--- src/rtl/instruction_fetch_if.sv ---
// Instruction memory request/response bus between the fetch unit and memory.
interface instruction_fetch_if;
    logic        imem_req;
    logic [31:0] imem_addr;
    logic        imem_ack;
    logic        imem_rvalid;
    logic [31:0] imem_rdata;

    modport master (
        output imem_req,
        output imem_addr,
        input  imem_ack,
        input  imem_rvalid,
        input  imem_rdata
    );

    modport slave (
        input  imem_req,
        input  imem_addr,
        output imem_ack,
        output imem_rvalid,
        output imem_rdata
    );
endinterface

--- src/rtl/instruction_fetch.sv ---
// Instruction fetch unit: a single-outstanding memory requester feeding a
// two-entry {pc, instr} queue whose head is presented to decode. Decode may
// redirect on the presented instruction; the instruction after it (the delay
// slot) is always kept, and everything fetched beyond it is discarded.
module instruction_fetch #(
    parameter logic [31:0] RESET_PC = 32'h0000_0000
) (
    input  logic                       clk,
    input  logic                       rst_n,
    instruction_fetch_if.master        imem,
    input  logic                       stall,
    input  logic                       jump_branch,
    input  logic                       jump_target,
    input  logic                       jump_reg,
    input  logic [31:0]                jr_pc,
    output logic [31:0]                pc_id,
    output logic [31:0]                instr_id,
    output logic                       instr_valid
);

    // Control state (reset)
    logic        run;
    logic [1:0]  count, count_n;
    logic        out_valid, out_valid_n;
    logic        out_dead, out_dead_n;
    logic [31:0] fetch_pc, fetch_pc_n;
    logic        redirect_pending, redirect_pending_n;

    // Data state (no reset; only meaningful while the matching control bit is set)
    logic [31:0] head_pc, head_pc_n, head_instr, head_instr_n;
    logic [31:0] tail_pc, tail_pc_n, tail_instr, tail_instr_n;
    logic [31:0] out_pc, out_pc_n;
    logic [31:0] redirect_target, redirect_target_n;

    logic [31:0] slot_pc;
    logic [31:0] target;
    logic        accept, redirect, req_fire, resp, push;

    // Conditional branch: offset is a signed word count relative to the delay slot.
    function automatic logic [31:0] branch_dest(input logic [31:0] next_pc,
                                                input logic [31:0] instr);
        logic signed [31:0] offset;
        offset = {{14{instr[15]}}, instr[15:0], 2'b00};
        return next_pc + $unsigned(offset);
    endfunction

    // Absolute jump within the 256 MB region of the delay slot.
    function automatic logic [31:0] jump_dest(input logic [31:0] next_pc,
                                              input logic [31:0] instr);
        return {next_pc[31:28], instr[25:0], 2'b00};
    endfunction

    assign instr_valid = (count != 2'd0);
    assign pc_id       = instr_valid ? head_pc : 32'h0;
    assign instr_id    = instr_valid ? head_instr : 32'h0;

    assign imem.imem_req  = run && !out_valid && (count != 2'd2);
    assign imem.imem_addr = fetch_pc;

    assign slot_pc  = head_pc + 32'd4;
    assign accept   = instr_valid && !stall;
    assign redirect = accept && (jump_branch || jump_target || jump_reg);
    assign target   = jump_reg    ? jr_pc :
                      jump_target ? jump_dest(slot_pc, head_instr) :
                                    branch_dest(slot_pc, head_instr);
    assign req_fire = imem.imem_req && imem.imem_ack;
    assign resp     = out_valid && imem.imem_rvalid;
    // A response survives only if it is live and, on a redirect, is the delay slot.
    assign push     = resp && !out_dead && !(redirect && (out_pc != slot_pc));

    // Queue next state: pop the head on accept (dropping a non-delay-slot tail on redirect), then push.
    always_comb begin
        count_n      = count;
        head_pc_n    = head_pc;
        head_instr_n = head_instr;
        tail_pc_n    = tail_pc;
        tail_instr_n = tail_instr;
        if (accept) begin
            if ((count == 2'd2) && (!redirect || (tail_pc == slot_pc))) begin
                head_pc_n    = tail_pc;
                head_instr_n = tail_instr;
                count_n      = 2'd1;
            end else begin
                count_n = 2'd0;
            end
        end
        if (push) begin
            if (count_n == 2'd0) begin
                head_pc_n    = out_pc;
                head_instr_n = imem.imem_rdata;
            end else begin
                tail_pc_n    = out_pc;
                tail_instr_n = imem.imem_rdata;
            end
            count_n = count_n + 2'd1;
        end
    end

    // Fetch address and outstanding-request tracking, including deferred redirects.
    always_comb begin
        fetch_pc_n         = fetch_pc;
        redirect_pending_n = redirect_pending;
        redirect_target_n  = redirect_target;
        out_valid_n        = out_valid;
        out_dead_n         = out_dead;
        out_pc_n           = out_pc;

        if (redirect) begin
            // Delay slot already requested (earlier, or accepted this very cycle): jump now.
            if ((fetch_pc != slot_pc) || req_fire) begin
                fetch_pc_n = target;
            end else begin
                redirect_pending_n = 1'b1;
                redirect_target_n  = target;
            end
        end else if (req_fire) begin
            if (redirect_pending) begin
                fetch_pc_n         = redirect_target;
                redirect_pending_n = 1'b0;
            end else begin
                fetch_pc_n = fetch_pc + 32'd4;
            end
        end

        if (resp) begin
            out_valid_n = 1'b0;
        end
        if (redirect && out_valid && (out_pc != slot_pc)) begin
            out_dead_n = 1'b1;
        end
        if (req_fire) begin
            out_valid_n = 1'b1;
            out_pc_n    = fetch_pc;
            out_dead_n  = redirect && (fetch_pc != slot_pc);
        end
    end

    // Control registers with asynchronous reset.
    always_ff @(posedge clk or negedge rst_n) begin
        if (!rst_n) begin
            run              <= 1'b0;
            count            <= 2'd0;
            out_valid        <= 1'b0;
            out_dead         <= 1'b0;
            fetch_pc         <= RESET_PC;
            redirect_pending <= 1'b0;
        end else begin
            run              <= 1'b1;
            count            <= count_n;
            out_valid        <= out_valid_n;
            out_dead         <= out_dead_n;
            fetch_pc         <= fetch_pc_n;
            redirect_pending <= redirect_pending_n;
        end
    end

    // Data registers; validity is carried by the control registers above.
    always_ff @(posedge clk) begin
        head_pc         <= head_pc_n;
        head_instr      <= head_instr_n;
        tail_pc         <= tail_pc_n;
        tail_instr      <= tail_instr_n;
        out_pc          <= out_pc_n;
        redirect_target <= redirect_target_n;
    end

endmodule

--- src/flat_wrapper.sv ---
// flat-port wrapper written by rule: the top's interface ports become plain ports
module instruction_fetch_flat 
#(
    parameter logic [31:0] RESET_PC = 32'h0000_0000
)
  (clk, rst_n, stall, jump_branch, jump_target, jump_reg, jr_pc, pc_id, instr_id, instr_valid, imem_imem_req, imem_imem_addr, imem_imem_ack, imem_imem_rvalid, imem_imem_rdata);
  instruction_fetch_if imem_i ();
  input  logic clk;
  input  logic rst_n;
  input  logic stall;
  input  logic jump_branch;
  input  logic jump_target;
  input  logic jump_reg;
  input  logic [31:0] jr_pc;
  output logic [31:0] pc_id;
  output logic [31:0] instr_id;
  output logic instr_valid;
  output wire logic [$bits(imem_i.imem_req)-1:0] imem_imem_req;
  output wire logic [$bits(imem_i.imem_addr)-1:0] imem_imem_addr;
  input wire logic [$bits(imem_i.imem_ack)-1:0] imem_imem_ack;
  input wire logic [$bits(imem_i.imem_rvalid)-1:0] imem_imem_rvalid;
  input wire logic [$bits(imem_i.imem_rdata)-1:0] imem_imem_rdata;
  assign imem_imem_req = imem_i.imem_req;
  assign imem_imem_addr = imem_i.imem_addr;
  assign imem_i.imem_ack = imem_imem_ack;
  assign imem_i.imem_rvalid = imem_imem_rvalid;
  assign imem_i.imem_rdata = imem_imem_rdata;
  instruction_fetch #(.RESET_PC(RESET_PC)) u_core (.clk(clk), .rst_n(rst_n), .imem(imem_i), .stall(stall), .jump_branch(jump_branch), .jump_target(jump_target), .jump_reg(jump_reg), .jr_pc(jr_pc), .pc_id(pc_id), .instr_id(instr_id), .instr_valid(instr_valid));
endmodule
--- config.mk ---
export PLATFORM = sky130hd
export DESIGN_NAME = instruction_fetch_flat
export DESIGN_NICKNAME = d
export VERILOG_FILES = /design/src/rtl/instruction_fetch_if.sv /design/src/rtl/instruction_fetch.sv /design/src/flat_wrapper.sv
export SDC_FILE = /design/constraint.sdc
export NUM_CORES = 1
export LEC_CHECK = 0
export BUFFER_PORTS_ARGS = -buffer_cell sky130_fd_sc_hd__buf_2
export CORE_ASPECT_RATIO = 0.75
export CORE_MARGIN = 10
export CORE_UTILIZATION = 45
export CTS_CLUSTER_DIAMETER = 150
export DETAILED_ROUTE_END_ITERATION = 10
export SETUP_SLACK_MARGIN = 0.1
export SYNTH_ARGS = -nofsm -noshare
export SYNTH_HDL_FRONTEND = slang
export SYNTH_SLANG_ARGS = --single-unit
--- constraint.sdc ---
create_clock -name clk -period 16.6 [get_ports clk]
set_input_delay 0.83 -clock clk [delete_from_list [all_inputs] [get_ports clk]]
set_output_delay 0.83 -clock clk [all_outputs]
set_load 0.01 [all_outputs]
==> impl_results.rst <==
.. list-table::
   :header-rows: 1

   * - Metric
     - Value
   * - Number of CTS-inserted buffers
     - 26
   * - Combinational fraction of design power
     - 0.490
   * - CP Capture Type
     - flip-flop
   * - XOR/XNOR Fraction of Synth Area
     - 0.109
   * - Global routing usage summed across all routing layers
     - 0.224
   * - Upper clock frequency limit
     - about 170 MHz
   * - Setup total negative slack
     - 0 ns
   * - Diode insertion count for antenna repair
     - 0
   * - Number of flops mapped to enable cells by yosys
     - 128
   * - Fraction of the mapped netlist area in compound gates
     - 0.117
   * - Register share of total power
     - 0.322
   * - Worst-Margin Slew
     - 1.10 ns
   * - Overall power of the completed layout
     - 3.23 mW
   * - Site row count
     - 57
   * - Hold Violations, Final
     - 0
   * - Number of detailed-route iterations in the first pass
     - 6
   * - Adder-cell share of the synthesized area
     - 0.0341
   * - Per-cell routed wire length
     - 22.8 um
   * - Period utilization
     - 0.357
   * - CTS resizes
     - 0
   * - Multiplexer share of the synthesized area
     - 0.122
   * - Outcome
     - finished clean
   * - Number of violations reported at the end of detailed-routing iteration 0
     - 1228
   * - Filler cell count
     - around 3000
   * - Count of hold buffers inserted by post-cts repair
     - 0
   * - Cell area after synthesis
     - 14900 um^2
   * - Cell at the root of the clock tree
     - sky130_fd_sc_hd__clkbuf_16
   * - Layout net count
     - 1700
   * - Cell count after synthesis
     - 1466
   * - Reported leakage power
     - 6.67 nW
   * - First-pass GRT wire length
     - 71400 um
   * - Power density over cell area
     - ~190 nW/um^2
   * - Number of antenna violations at the first check in global routing
     - 1
   * - Critical path launch point type
     - flip-flop
   * - Effective utilization at floorplan
     - 0.458
   * - Post-CTS setup buffers
     - 0
   * - Die Ht
     - around 180 um
   * - Maximum clock skew at final layout
     - approximately 0.014 ns
   * - Routed wire length
     - around 47000 um
   * - Number of global-route vias before repair
     - 11400
   * - MaxCap Viol Count
     - 0
   * - CP arrival
     - 6.10 ns
   * - Vias per Instance
     - 5.76
   * - Internal power
     - 1.86 mW
   * - Maximum number of pins on one net before global-route repair
     - 65
   * - Placer Congestion
     - roughly 0.95
   * - Clock power share
     - 0.188
   * - Critical path start-end classification
     - reg2reg
   * - Final critical-path required period
     - ~6 ns
   * - Worst relative slew slack
     - 0.265
   * - Synth Area in Simple Gates
     - 0.170
   * - Classification of the worst-slack hold path
     - in2async
   * - Final Max Tran Viols
     - 0
   * - Die width
     - ~230 um
   * - Clock latency at the later pin of the worst-skew pair
     - 0.55 ns
   * - Largest voltage drop on the vdd net
     - 90.4 uV
   * - Combinational family with the most area after synthesis
     - simple AND/OR/NAND/NOR gates
   * - TritonCTS clock tree
     - done
   * - Synthesized area per cell
     - approximately 10 um^2
   * - Fraction of layout instances using a drive strength above 1
     - 0.215
   * - Unrepaired setup endpoints after global routing
     - no
   * - Vias post-DR
     - 11800
   * - PnR worst setup slack
     - 10.67 ns
   * - Worst path required time
     - roughly 17 ns
   * - Final setup violating endpoints
     - 0
   * - Switching power of the nets
     - around 1.4 mW
   * - Top-level I/O count
     - 170
   * - Yosys cell types
     - 80
   * - CTS clock-pin slew for the worst setup and hold paths
     - ~0.060 ns
   * - Die footprint
     - ~40000 um^2
   * - Proportion of synthesized chip area in sequential cells
     - 0.408
   * - Net count of the mapped netlist
     - 1578
   * - Signed area change from the synthesized netlist to the final layout
     - 13.5%
   * - Core area
     - 32500 um^2
   * - Clk buf depth
     - 3
   * - Synth area leaders
     - sky130_fd_sc_hd__edfxtp_1, sky130_fd_sc_hd__dfxtp_1, sky130_fd_sc_hd__mux2_2
   * - Routed Antenna Nets
     - 0
   * - I/O Buffers
     - 169
   * - DP Wirelength
     - 34300 um
   * - Worst-path maximum fanout
     - 64
   * - Net Sw Frac
     - 0.424
   * - Multi-input gate area
     - 8260 um^2
   * - Maximum level of the CTS H-tree
     - 1
   * - Worst-case setup slack after placement
     - 10.71 ns
   * - Total of flip-flops plus latches after synthesis
     - 230
   * - Detailed-route DRC error count
     - 0
   * - Top-area cell type share of the netlist area
     - 0.258
   * - Total area of sequential cells
     - just over 6000 um^2
   * - CTS Sinks
     - 230
   * - Top cell type by total area after synthesis
     - sky130_fd_sc_hd__edfxtp_1
   * - Fraction of registers with async set or reset after synthesis
     - 0.165
   * - Most frequently used flop master after synthesis
     - sky130_fd_sc_hd__edfxtp_1
   * - Final global-route overflow total
     - 0
   * - Yosys warnings
     - 0
registers in the layout, indices dropped and copies added (netlist names):
| signal | flops |
|---|---|
| u_core.run | 1 |
| u_core.redirect_pending | 1 |
| u_core.out_dead | 1 |
| u_core.count | 2 |
| u_core.tail_pc | 32 |
| u_core.out_valid | 1 |
| u_core.imem.imem_addr | 32 |
| u_core.tail_instr | 32 |
| u_core.out_pc | 32 |
| u_core.head_pc | 32 |
| u_core.head_instr | 32 |
| u_core.redirect_target | 32 |
cells in the final DEF (no fill, tap or decap), types with 15 or more instances in the layout:
master                      Yosys  layout
sky130_fd_sc_hd__dfrtp_1       38      37
sky130_fd_sc_hd__buf_4          0      15
sky130_fd_sc_hd__a21oi_1       73      72
sky130_fd_sc_hd__nand4_1       35      35
sky130_fd_sc_hd__clkbuf_16      0      28
sky130_fd_sc_hd__xnor2_1       82      82
sky130_fd_sc_hd__ha_1          39      39
sky130_fd_sc_hd__nor2_1        87      86
sky130_fd_sc_hd__and2_1        64      64
sky130_fd_sc_hd__mux2_1        51      51
sky130_fd_sc_hd__nor4_1        24      24
sky130_fd_sc_hd__nor3_1        26      24
sky130_fd_sc_hd__a211oi_1      15      15
sky130_fd_sc_hd__o21ai_0       71      71
sky130_fd_sc_hd__nand3_1       38      38
sky130_fd_sc_hd__dfxtp_1       64      64
sky130_fd_sc_hd__inv_1         38      37
sky130_fd_sc_hd__xnor3_1       17      17
sky130_fd_sc_hd__buf_2          8     169
sky130_fd_sc_hd__nand2_1      110     109
sky130_fd_sc_hd__edfxtp_1     128     128
sky130_fd_sc_hd__xor2_1        56      56
sky130_fd_sc_hd__and3_1        22      22
sky130_fd_sc_hd__mux2_2        98      98
Yosys cell counts, drive strengths merged (6+ instances only):
cell	count
mux2	149
edfxtp	128
nand2	110
nor2	88
xnor2	82
a21oi	73
o21ai	72
and2	65
dfxtp	64
clkbuf	63
xor2	56
ha	39
nand3	39
dfrtp	38
inv	38
nand4	35
buf	27
nor3	27
nor4	25
and3	22
xnor3	17
a211oi	15
mux2i	14
a21o	13
or3	13
and4	12
nor2b	12
o211ai	12
o21a	12
a31oi	9
nand2b	8
o221ai	7
o31ai	6
or4	6
stage by stage:
step	instances	instance area [um^2]	hold slack (ns)	utilization
after floorplan	1466	14900	0.451	-
after global placement	2002	16000	0.467	0.492
after detailed placement	2002	16000	0.473	0.492
after CTS	2050	16900	0.452	0.519
after global routing	2050	16900	0.458	0.519
final	2050	16900	0.427	0.519
layer usage:
layer  wire [um]  vias up  share of wire  track usage
met5           0        -              0            0
met1       22200     5743           0.47        0.320
met4        1130        0          0.024       0.0552
met3        3300       58          0.071       0.0455
met2       20200      375           0.43        0.338
li1            -     5626              -            -
kinds of logic after synthesis:
logic type      Yosys count
simple gates            478
compound gates          270
flops                   230
mux                     163
xor+xnor                156
buf+inv                 128
fa+ha+maj                40
other cells               1
worst max-delay path: stages, from the launching register on:
cell and delay [ns]:
sky130_fd_sc_hd__dfxtp_1 0.56, sky130_fd_sc_hd__nand3_1 0.48, sky130_fd_sc_hd__or4_4 0.80, sky130_fd_sc_hd__nor3_1 0.64, sky130_fd_sc_hd__xor2_1 0.44, sky130_fd_sc_hd__xor2_1 0.18
sky130_fd_sc_hd__or4_1 0.59, sky130_fd_sc_hd__or4_1 0.48, sky130_fd_sc_hd__nand2_4 0.10, sky130_fd_sc_hd__a21oi_1 0.06, sky130_fd_sc_hd__ha_1 0.26, sky130_fd_sc_hd__nor2_4 0.11
sky130_fd_sc_hd__buf_4 0.79
power by group through the flow:
stage | clock network, mW | logic, mW | registers (mW)
5_1_grt | 0.642 | 1.74 | 1.06
3_3_place_gp | 0 | 1.55 | 1.04
3_5_place_dp | 0 | 1.56 | 1.05
2_1_floorplan | 0 | 1.24 | 0.889
4_1_cts | 0.620 | 1.58 | 1.04
6_report | 0.607 | 1.58 | 1.04
path summary, 6_finish.rpt:
| path | from | end | slack (ns) | depth (start not counted) |
|---|---|---|---|---|
| setup reg to reg | u_core.head_pc[7] | u_core.tail_pc[25] | 10.67 | 12 |
| max in group asynchronous | rst_n | u_core.redirect_pending | 15.49 | 1 |
| hold / removal | rst_n | u_core.imem.imem_addr[1] | 0.43 | 1 |
| min in group clk | imem_imem_rdata[21] | u_core.tail_instr[21] | 0.47 | 1 |
| hold reg to reg | u_core.out_dead | u_core.out_dead | 0.49 | 2 |
| setup / recovery | u_core.head_pc[7] | u_core.tail_pc[25] | 10.67 | 12 |
cell type report:
cell class / count / share of cell area
Clock buffer: 40 / 0.0459
Inverter: 38 / 0.00844
Tap cell: 442 / 0.0327
Multi-Input combinational cell: 1108 / 0.489
Clock inverter: 8 / 0.00756
Timing Repair Buffer: 184 / 0.0567
Sequential cell: 230 / 0.360
(Power assumes the default switching activity.)
